--- src/rtl/poly1305_seq.sv ---
// Poly1305 sequencer: clamps r, pads message chunks, drives an external processblock
// unit per chunk, then fully reduces the accumulator and adds s to form the tag.
module poly1305_seq #(
  parameter int PB_TIMEOUT = 1024,
  parameter int CNT_W      = 11
) (
  input  logic         clk,
  input  logic         rst,
  input  logic         key_valid,
  input  logic [127:0] key_r,
  input  logic [127:0] key_s,
  output logic         key_ready,
  input  logic         blk_valid,
  input  logic [127:0] blk_data,
  input  logic [4:0]   blk_len,
  input  logic         blk_last,
  output logic         blk_ready,
  output logic [127:0] pb_r,
  output logic [128:0] pb_m,
  output logic [129:0] pb_a_in,
  output logic         pb_start,
  input  logic [129:0] pb_a_out,
  input  logic         pb_done,
  output logic [127:0] tag,
  output logic         tag_valid,
  input  logic         tag_ready,
  output logic         err
);

  typedef enum logic [2:0] {
    S_IDLE, S_WAIT_BLK, S_ISSUE, S_WAIT_PB, S_FINAL, S_ADD, S_OUT
  } state_t;

  localparam logic [127:0] CLAMP = 128'h0ffffffc0ffffffc0ffffffc0fffffff;
  localparam logic [129:0] P     = {{127{1'b1}}, 3'b011};
  localparam logic [CNT_W-1:0] CNT_LIM = CNT_W'(PB_TIMEOUT - 1);

  state_t            state_q, state_d;
  logic [129:0]      acc_q, acc_d;
  logic [127:0]      r_q, r_d, s_q, s_d, tag_q, tag_d;
  logic [128:0]      m_q, m_d;
  logic              last_q, last_d, err_q, err_d;
  logic [CNT_W-1:0]  cnt_q, cnt_d;

  // Keep the first len bytes and place the 0x01 pad byte directly above them.
  function automatic logic [128:0] pad_block(input logic [127:0] data, input logic [4:0] len);
    logic [128:0] m;
    m = '0;
    for (int i = 0; i < 16; i++) begin
      if (i < int'(len)) m[8*i +: 8] = data[8*i +: 8];
    end
    m[8*int'(len)] = 1'b1;
    return m;
  endfunction

  always_comb begin
    state_d = state_q;
    acc_d   = acc_q;
    r_d     = r_q;
    s_d     = s_q;
    m_d     = m_q;
    last_d  = last_q;
    cnt_d   = cnt_q;
    tag_d   = tag_q;
    err_d   = err_q;
    case (state_q)
      S_IDLE: begin
        if (key_valid) begin
          r_d     = key_r & CLAMP;
          s_d     = key_s;
          acc_d   = '0;
          err_d   = 1'b0;
          state_d = S_WAIT_BLK;
        end
      end
      S_WAIT_BLK: begin
        if (blk_valid) begin
          if (blk_len > 5'd16) err_d = 1'b1;
          if (blk_len == 5'd0) begin
            if (blk_last) state_d = S_FINAL;
            else          err_d   = 1'b1;
          end else begin
            m_d     = pad_block(blk_data, (blk_len > 5'd16) ? 5'd16 : blk_len);
            last_d  = blk_last;
            state_d = S_ISSUE;
          end
        end
      end
      S_ISSUE: begin
        cnt_d   = '0;
        state_d = S_WAIT_PB;
      end
      S_WAIT_PB: begin
        if (pb_done) begin
          acc_d   = pb_a_out;
          state_d = last_q ? S_FINAL : S_WAIT_BLK;
        end else if (cnt_q == CNT_LIM) begin
          err_d   = 1'b1;
          state_d = S_IDLE;
        end else begin
          cnt_d = cnt_q + CNT_W'(1);
        end
      end
      S_FINAL: begin
        // processblock may return a partially reduced value; one subtraction suffices.
        if (acc_q >= P) acc_d = acc_q - P;
        state_d = S_ADD;
      end
      S_ADD: begin
        tag_d   = acc_q[127:0] + s_q;
        state_d = S_OUT;
      end
      S_OUT: begin
        if (tag_ready) state_d = S_IDLE;
      end
      default: state_d = S_IDLE;
    endcase
  end

  always_ff @(posedge clk) begin
    if (rst) begin
      state_q <= S_IDLE;
      acc_q   <= '0;
      r_q     <= '0;
      s_q     <= '0;
      m_q     <= '0;
      last_q  <= 1'b0;
      cnt_q   <= '0;
      tag_q   <= '0;
      err_q   <= 1'b0;
    end else begin
      state_q <= state_d;
      acc_q   <= acc_d;
      r_q     <= r_d;
      s_q     <= s_d;
      m_q     <= m_d;
      last_q  <= last_d;
      cnt_q   <= cnt_d;
      tag_q   <= tag_d;
      err_q   <= err_d;
    end
  end

  assign key_ready = (state_q == S_IDLE);
  assign blk_ready = (state_q == S_WAIT_BLK);
  assign pb_start  = (state_q == S_ISSUE);
  assign tag_valid = (state_q == S_OUT);
  assign pb_r      = r_q;
  assign pb_m      = m_q;
  assign pb_a_in   = acc_q;
  assign tag       = tag_q;
  assign err       = err_q;

endmodule

--- config.mk ---
export PLATFORM = sky130hd
export DESIGN_NAME = poly1305_seq
export DESIGN_NICKNAME = d
export VERILOG_FILES = /design/src/rtl/poly1305_seq.sv
export SDC_FILE = /design/constraint.sdc
export NUM_CORES = 2
export LEC_CHECK = 0
export CORE_AREA = 2 2 406 408
export CTS_CLUSTER_DIAMETER = 200
export DETAILED_ROUTE_END_ITERATION = 16
export DIE_AREA = 0 0 408 410
export GPL_ROUTABILITY_DRIVEN = 0
export GPL_TIMING_DRIVEN = 0
export HOLD_SLACK_MARGIN = 0.02
export SYNTH_ARGS = -nofsm -noshare
export SYNTH_HDL_FRONTEND = slang
export SYNTH_SLANG_ARGS = --single-unit
--- constraint.sdc ---
create_clock -name clk -period 3.6 [get_ports clk]
set_clock_uncertainty 0.1 [all_clocks]
set_input_delay 0.36 -clock clk [delete_from_list [all_inputs] [get_ports clk]]
set_output_delay 0.36 -clock clk [all_outputs]
set_load 0.03 [all_outputs]
# Word level (Yosys, flattened, before mapping)
# Index checks and enable logic that the tools add are counted.
[word_totals]
register_bits = 637
in_bits = 526
[classes]
n_addsub = 3
n_lt_le_gt_ge = 20
eq_ne = 17
muxes = 91
bitwise_logic = 2
n_reduce_logical = 12
[op_table]
columns = ["cell", "count"]
rows = [
  ["two-way mux 8 bit", 64],
  ["two-way mux 130 bit", 3],
  ["one-hot mux 130 bit (3 select lines)", 1],
  [">= comparator 130 bit (second input constant)", 1],
  ["subtractor 130 bit (second input constant)", 1],
  ["OR 128 x 129 -> 129 bit", 1],
  ["adder 128 bit", 1],
  ["< comparator 4 x 5 -> 1 bit (first input constant)", 8],
  ["two-way mux 3 bit", 8],
  ["two-way mux 11 bit", 2],
  ["one-hot mux 11 bit (2 select lines)", 1],
  ["one-hot mux 3 bit (7 select lines)", 1],
  ["< comparator 3 x 5 -> 1 bit (first input constant)", 4],
  ["!= test 2 bit (second input constant)", 7],
  ["adder 11 x 1 -> 11 bit (second input constant)", 1],
  ["== test 11 x 10 -> 1 bit (second input constant)", 1],
  ["< comparator 1 x 5 -> 1 bit (first input constant)", 2],
  ["< comparator 2 x 5 -> 1 bit (first input constant)", 2],
  ["AND reduction 5 bit", 2],
  ["== test 3 bit (second input constant)", 3],
  ["< comparator 8 x 9 -> 1 bit (second input constant)", 1],
  [">= comparator 8 x 1 -> 1 bit (second input constant)", 1],
  ["two-way mux 1 bit", 8],
  ["== test 3 x 2 -> 1 bit (second input constant)", 2],
  ["other kinds (16)", 19],
]

# Logic depth before layout (Yosys ltp)
[logic_depth]
word_depth = 8
mapped_depth = 14
mapped_depth_nobuf = 13

# Worst setup path after synthesis
# OpenSTA, ideal clock, no wires.
[synth_timing]
path_type = "register to register"
startpoint = "register acc_q[0], in the netlist pb_a_in[0]"
endpoint = "register tag_q[126], in the netlist tag[126]"
t_arrival_ns = 3.692
setup_slack_ns = -0.309
path_stages_with_launch = 14
n_path_buf = 0
synth_period_minus_slack_ns = 3.909
cell_sequence = "dfxtp_1 -> ha_1 -> fa_1 -> a21o_1 -> a311o_1 -> a22oi_1 -> a21oi_1 -> or2_2 -> a21boi_1 -> o21ai_1 -> a311oi_1 -> o211ai_1 -> xor2_1 -> a22o_1"
[synth_between]
elab_chain_cells = 1
[synth_lines]
columns = ["item", "line", "text"]
rows = [
  ["start, declared", "39", "logic [129:0] acc_q, acc_d;"],
  ["start signal, assigned", "123", "acc_q <= '0;"],
  ["start signal, assigned", "133", "acc_q <= acc_d;"],
  ["adder 128 bit", "110", "tag_d = acc_q[127:0] + s_q;"],
  ["end signal, assigned", "139", "tag_q <= tag_d;"],
  ["end, declared", "40", "logic [127:0] r_q, r_d, s_q, s_d, tag_q, tag_d;"],
]
# Every way passes these cells.
# A chain may end at the register's enable or synchronous reset.

# Worst setup path in the final report
[layout_timing]
startpoint = "register acc_q[10], in the netlist pb_a_in[10]"
endpoint = "register tag_q[113], in the netlist tag[113]"
# The elaborated chain is that of the path after synthesis.

==> summary.md <==
| Metric | Value |
|---|---|
| Drt total wl | approximately 230000 um |
| P&R area growth vs syn | 63.4% |
| Fin util | 0.330 |
| First-pass GRT wire length | slightly above 300000 um |
| PwrDens | 459 nW/um2 |
| 1st-iter DRT viols | 4000 |
| Fin crit share | 1.07 |
| Fin. max-slew vios | 0 |
| Nets@finish | 6361 |
| Std-Cell Rows | around 150 |
| Ports | 1046 |
| Crit Path Category | reg -> reg |
| Critical path required time | a little over 4 ns |
| DRC Markers | 0 |
| Die H | just over 400 um |
| Placed instance count | 7678 |
| Status | finished, violations left |
| Antenna-violating nets left | 0 |
| Layout cells sized above 1 | 0.163 |
| CTS Buf Count | between 80 and 90 |
| Post-Layout Cell Count | 7996 |
| Number of port buffers | 1000 |
| Clock sinks | 637 |
| Netlist Area Pre-Place | 33000 um2 |
| Slowest cell on crit path | a2111oi_4 |
| Hold crit path type | in -> reg |
| 1st-pass router iterations | 6 |
| Unique masters post-synth | 79 |
| Synth Flop Type | dfxtp_1 |
| Sequential area share after synthesis | 0.386 |
| Starting Density | 0.202 |
| FF-to-FF Start | pb_a_in[10] |
| Width of the die | 408 um |
| Congestion Overflow GR | 0 |
| Worst-Skew Late Latency | 0.72 ns |
| Crit path cell chain | ha_4 > a21oi_4 > o21a_1 > a2111oi_4 > o31a_1 > buf_6 > buf_6 > o21ai_4 > o31ai_4 > buf_12 > o211ai_1 > buf_4 > a2111oi_4 > buf_4 > a21oi_4 > xnor2_2 > o21ai_1 |
| Post-synth EDFFs | 0 |
| Final setup violation count | 96 |
| Syn Area/Cell | about 7.4 um2 |
| Asr flop ratio synth | 0 |
| Gr usage total | 0.256 |
| Relative slew slack | 0.0318 |
| Synth top area cells | dfxtp_1 39%, nand2_1 12%, a21oi_1 10% |
| Longest Clk Path Bufs | 3 |
| Vias in the first global route | 38100 |
| CP max stage delay | 0.49 ns |
| Post-Syn Instances | 4466 |
| Htree depth | 3 |
| Pin count of the biggest net entering global routing | 14 |
| CP Capture Type | flip-flop |
| RSZ-0062 raised after global routing | yes |
| Fin. Hold Viols | 0 |
| HP Start | key_r[71] |
| CTS tree | done |
| Worst EP arrival | 4.31 ns |
| IR Drop Worst-Case VDD | approximately 0.32 mV |
| Setup crit start | pb_a_in[10] |
| Clock root buffer | clkbuf_16 |
| Post-synth top area cell | dfxtp_1 |
| Synth Register Bits | 637 |
| Leak | 18.8 nW |
| Final Critical Period | 3.84 ns |
| Wire length per cell | 28.6 um |
| Initial antenna violation count | 67 |
| Failing checks | negative setup slack |
| Post-DR vias/cell | 5.07 |
| Max Freq | around 0.26 GHz |
| Via count | between 40000 and 50000 |
| Worst Tran Pin Value | 1.45 ns |
| Synth top area share | 0.386 |
| Hold buffer count at CTS | 0 |
| Core ar. | roughly 160000 um2 |
| Dpl hpwl | ~180000 um |
| Setup ws final | -0.238 ns |
| Die area | 167000 um2 |
| Syn. warnings | 0 |
| Nature of the critical path startpoint | flip-flop |
| Crit-path max FO | 3 |
| Max-cap viol count | 0 |
| Clock-pin slew on the worst setup and hold paths | 0.07 ns |
-- per-stage QoR --
stage	worst slack, ns	hold WS, ns	TNS [ns]	cell area, um2	power, mW
6_report	-0.238	0.0906	-4.41	53900	24.8
5_1_grt	-0.321	0.0676	-17.10	53900	25.6
4_1_cts	-0.174	0.0265	-1.79	51500	24.2
3_5_place_dp	-2.28	0.345	-288.37	45900	14.9
3_3_place_gp	-2.26	0.341	-601.58	45900	14.8
2_1_floorplan	-0.0437	0.337	-0.0437	33100	11.5
-- metal layers --
layer / global-route usage / wire (um) / vias up
met5: 0 / 276 / -
met4: 0.163 / 17900 / 42
met3: 0.0724 / 21300 / 642
met2: 0.426 / 106000 / 2304
met1: 0.288 / 83500 / 19300
li1: - / - / 18200
-- critical path, delay by kind of cell, from the launching register on --
kind                       cells  cell delay, ns
adders and majority gates      1            0.30
DFF                            1            0.37
AOI/OAI and AO/OA             10            1.86
buffers and inverters          5            0.80
xor gates and xnor gates       1            0.30
-- sequential cells by signal (all words and copies together), names as in the netlist, 3 cells and up --
signal and count:
cnt_q 11, pb_a_in 130, pb_m 129, pb_r 106, s_q 128, state_q 3
tag 128
-- worst paths after layout --
check,cells after the start,endpoint,slack (ns)
worst max-delay path,17,tag[113],-0.24
worst min-delay path,3,pb_r[71],0.09
worst max register to register,17,tag[113],-0.24
worst min register to register,2,tag[120],0.35
-- cells in the mapped netlist (9+ instances only) --
cell type,n
nor2_1,310
o21bai_1,46
a31oi_1,24
a221oi_1,36
buf_1,21
buf_4,26
a21oi_1,685
nor3_1,140
nand4_1,99
nor4_1,28
or2_2,11
and4_1,14
xnor2_1,91
a22oi_1,42
nor4b_1,9
a211oi_1,42
or4_1,9
nand2_1,1019
nor2b_1,19
o211ai_1,14
dfxtp_1,637
o21a_1,18
and2_1,13
or3_1,15
xor2_1,41
o31ai_1,10
nor3b_1,16
clkbuf_1,255
o21ai_0,205
a21o_1,65
inv_1,58
ha_1,129
nand2b_1,12
o21ai_1,29
nand3_1,138
and3_1,25
-- cell type report --
| cell class | count | area (um2) |
|---|---|---|
| sequential | 637 | 13000 |
| fill | 17200 | 110000 |
| antenna | 39 | 97.6 |
| inverter | 59 | 221 |
| clock buffer | 105 | 2220 |
| buffer | 267 | 1450 |
| timing repair buffer | 1179 | 11700 |
| clock inverter | 41 | 553 |
| tap | 2189 | 2740 |
| multi-input combinational | 3480 | 22000 |
-- cells by family (layout without fill, tap and decap cells) --
kind of cell / after synthesis / count (layout) / share of synthesized area
AOI/OAI and AO/OA: 1293 / 1294 / 0.229
buffers and inverters: 371 / 1651 / 0.0461
and+or+nand+nor: 1899 / 1899 / 0.253
xor gates and xnor gates: 132 / 132 / 0.0350
adders and majority gates: 130 / 130 / 0.0495
other: 1 / 61 / 0.000114
DFF: 637 / 637 / 0.386
muxes: 3 / 3 / 0.000910
-- power by group --
group | total (mW) | switching (mW) | leakage [nW] | internal (mW)
combinational | 7.78 | 4.80 | 12.2 | 2.98
sequential | 8.32 | 0.693 | 5.23 | 7.63
clock | 8.67 | 3.74 | 1.33 | 4.93
total | 24.8 | 9.23 | 18.8 | 15.5
-- repair_timing --
action                                  CTS  global route
endpoints found under the setup margin  390           189
pin swaps                                98           176
gates resized for setup                 503           456
buffers inserted                         92            76
cloned                                    7             7
hold endpoints to repair                  0             0
-- cells in the final DEF, fill, tap and decap left out, types with 19 or more instances in the layout --
master | netlist | layout
a211oi_1 | 42 | 22
a211oi_2 | 0 | 19
a21o_1 | 65 | 65
a21oi_1 | 685 | 630
a21oi_2 | 0 | 40
a221oi_2 | 0 | 20
a22oi_1 | 42 | 40
and3_1 | 25 | 23
buf_4 | 26 | 155
buf_6 | 3 | 30
clkbuf_1 | 255 | 200
clkbuf_16 | 0 | 90
clkdlybuf4s50_1 | 0 | 1000
conb_1 | 1 | 22
dfxtp_1 | 637 | 554
dfxtp_2 | 0 | 44
dfxtp_4 | 0 | 39
diode_2 | 0 | 39
ha_1 | 129 | 66
ha_4 | 0 | 47
inv_1 | 58 | 58
nand2_1 | 1019 | 958
nand2_2 | 0 | 47
nand3_1 | 138 | 123
nand4_1 | 99 | 99
nor2_1 | 310 | 253
nor2_2 | 0 | 27
nor2_4 | 0 | 30
nor3_1 | 140 | 90
nor3_2 | 0 | 44
nor4_1 | 28 | 21
o21ai_0 | 205 | 141
o21ai_1 | 29 | 68
o21bai_1 | 46 | 43
xnor2_1 | 91 | 82
xor2_1 | 41 | 35
No activity file was read; power rests on OpenSTA's default activity.
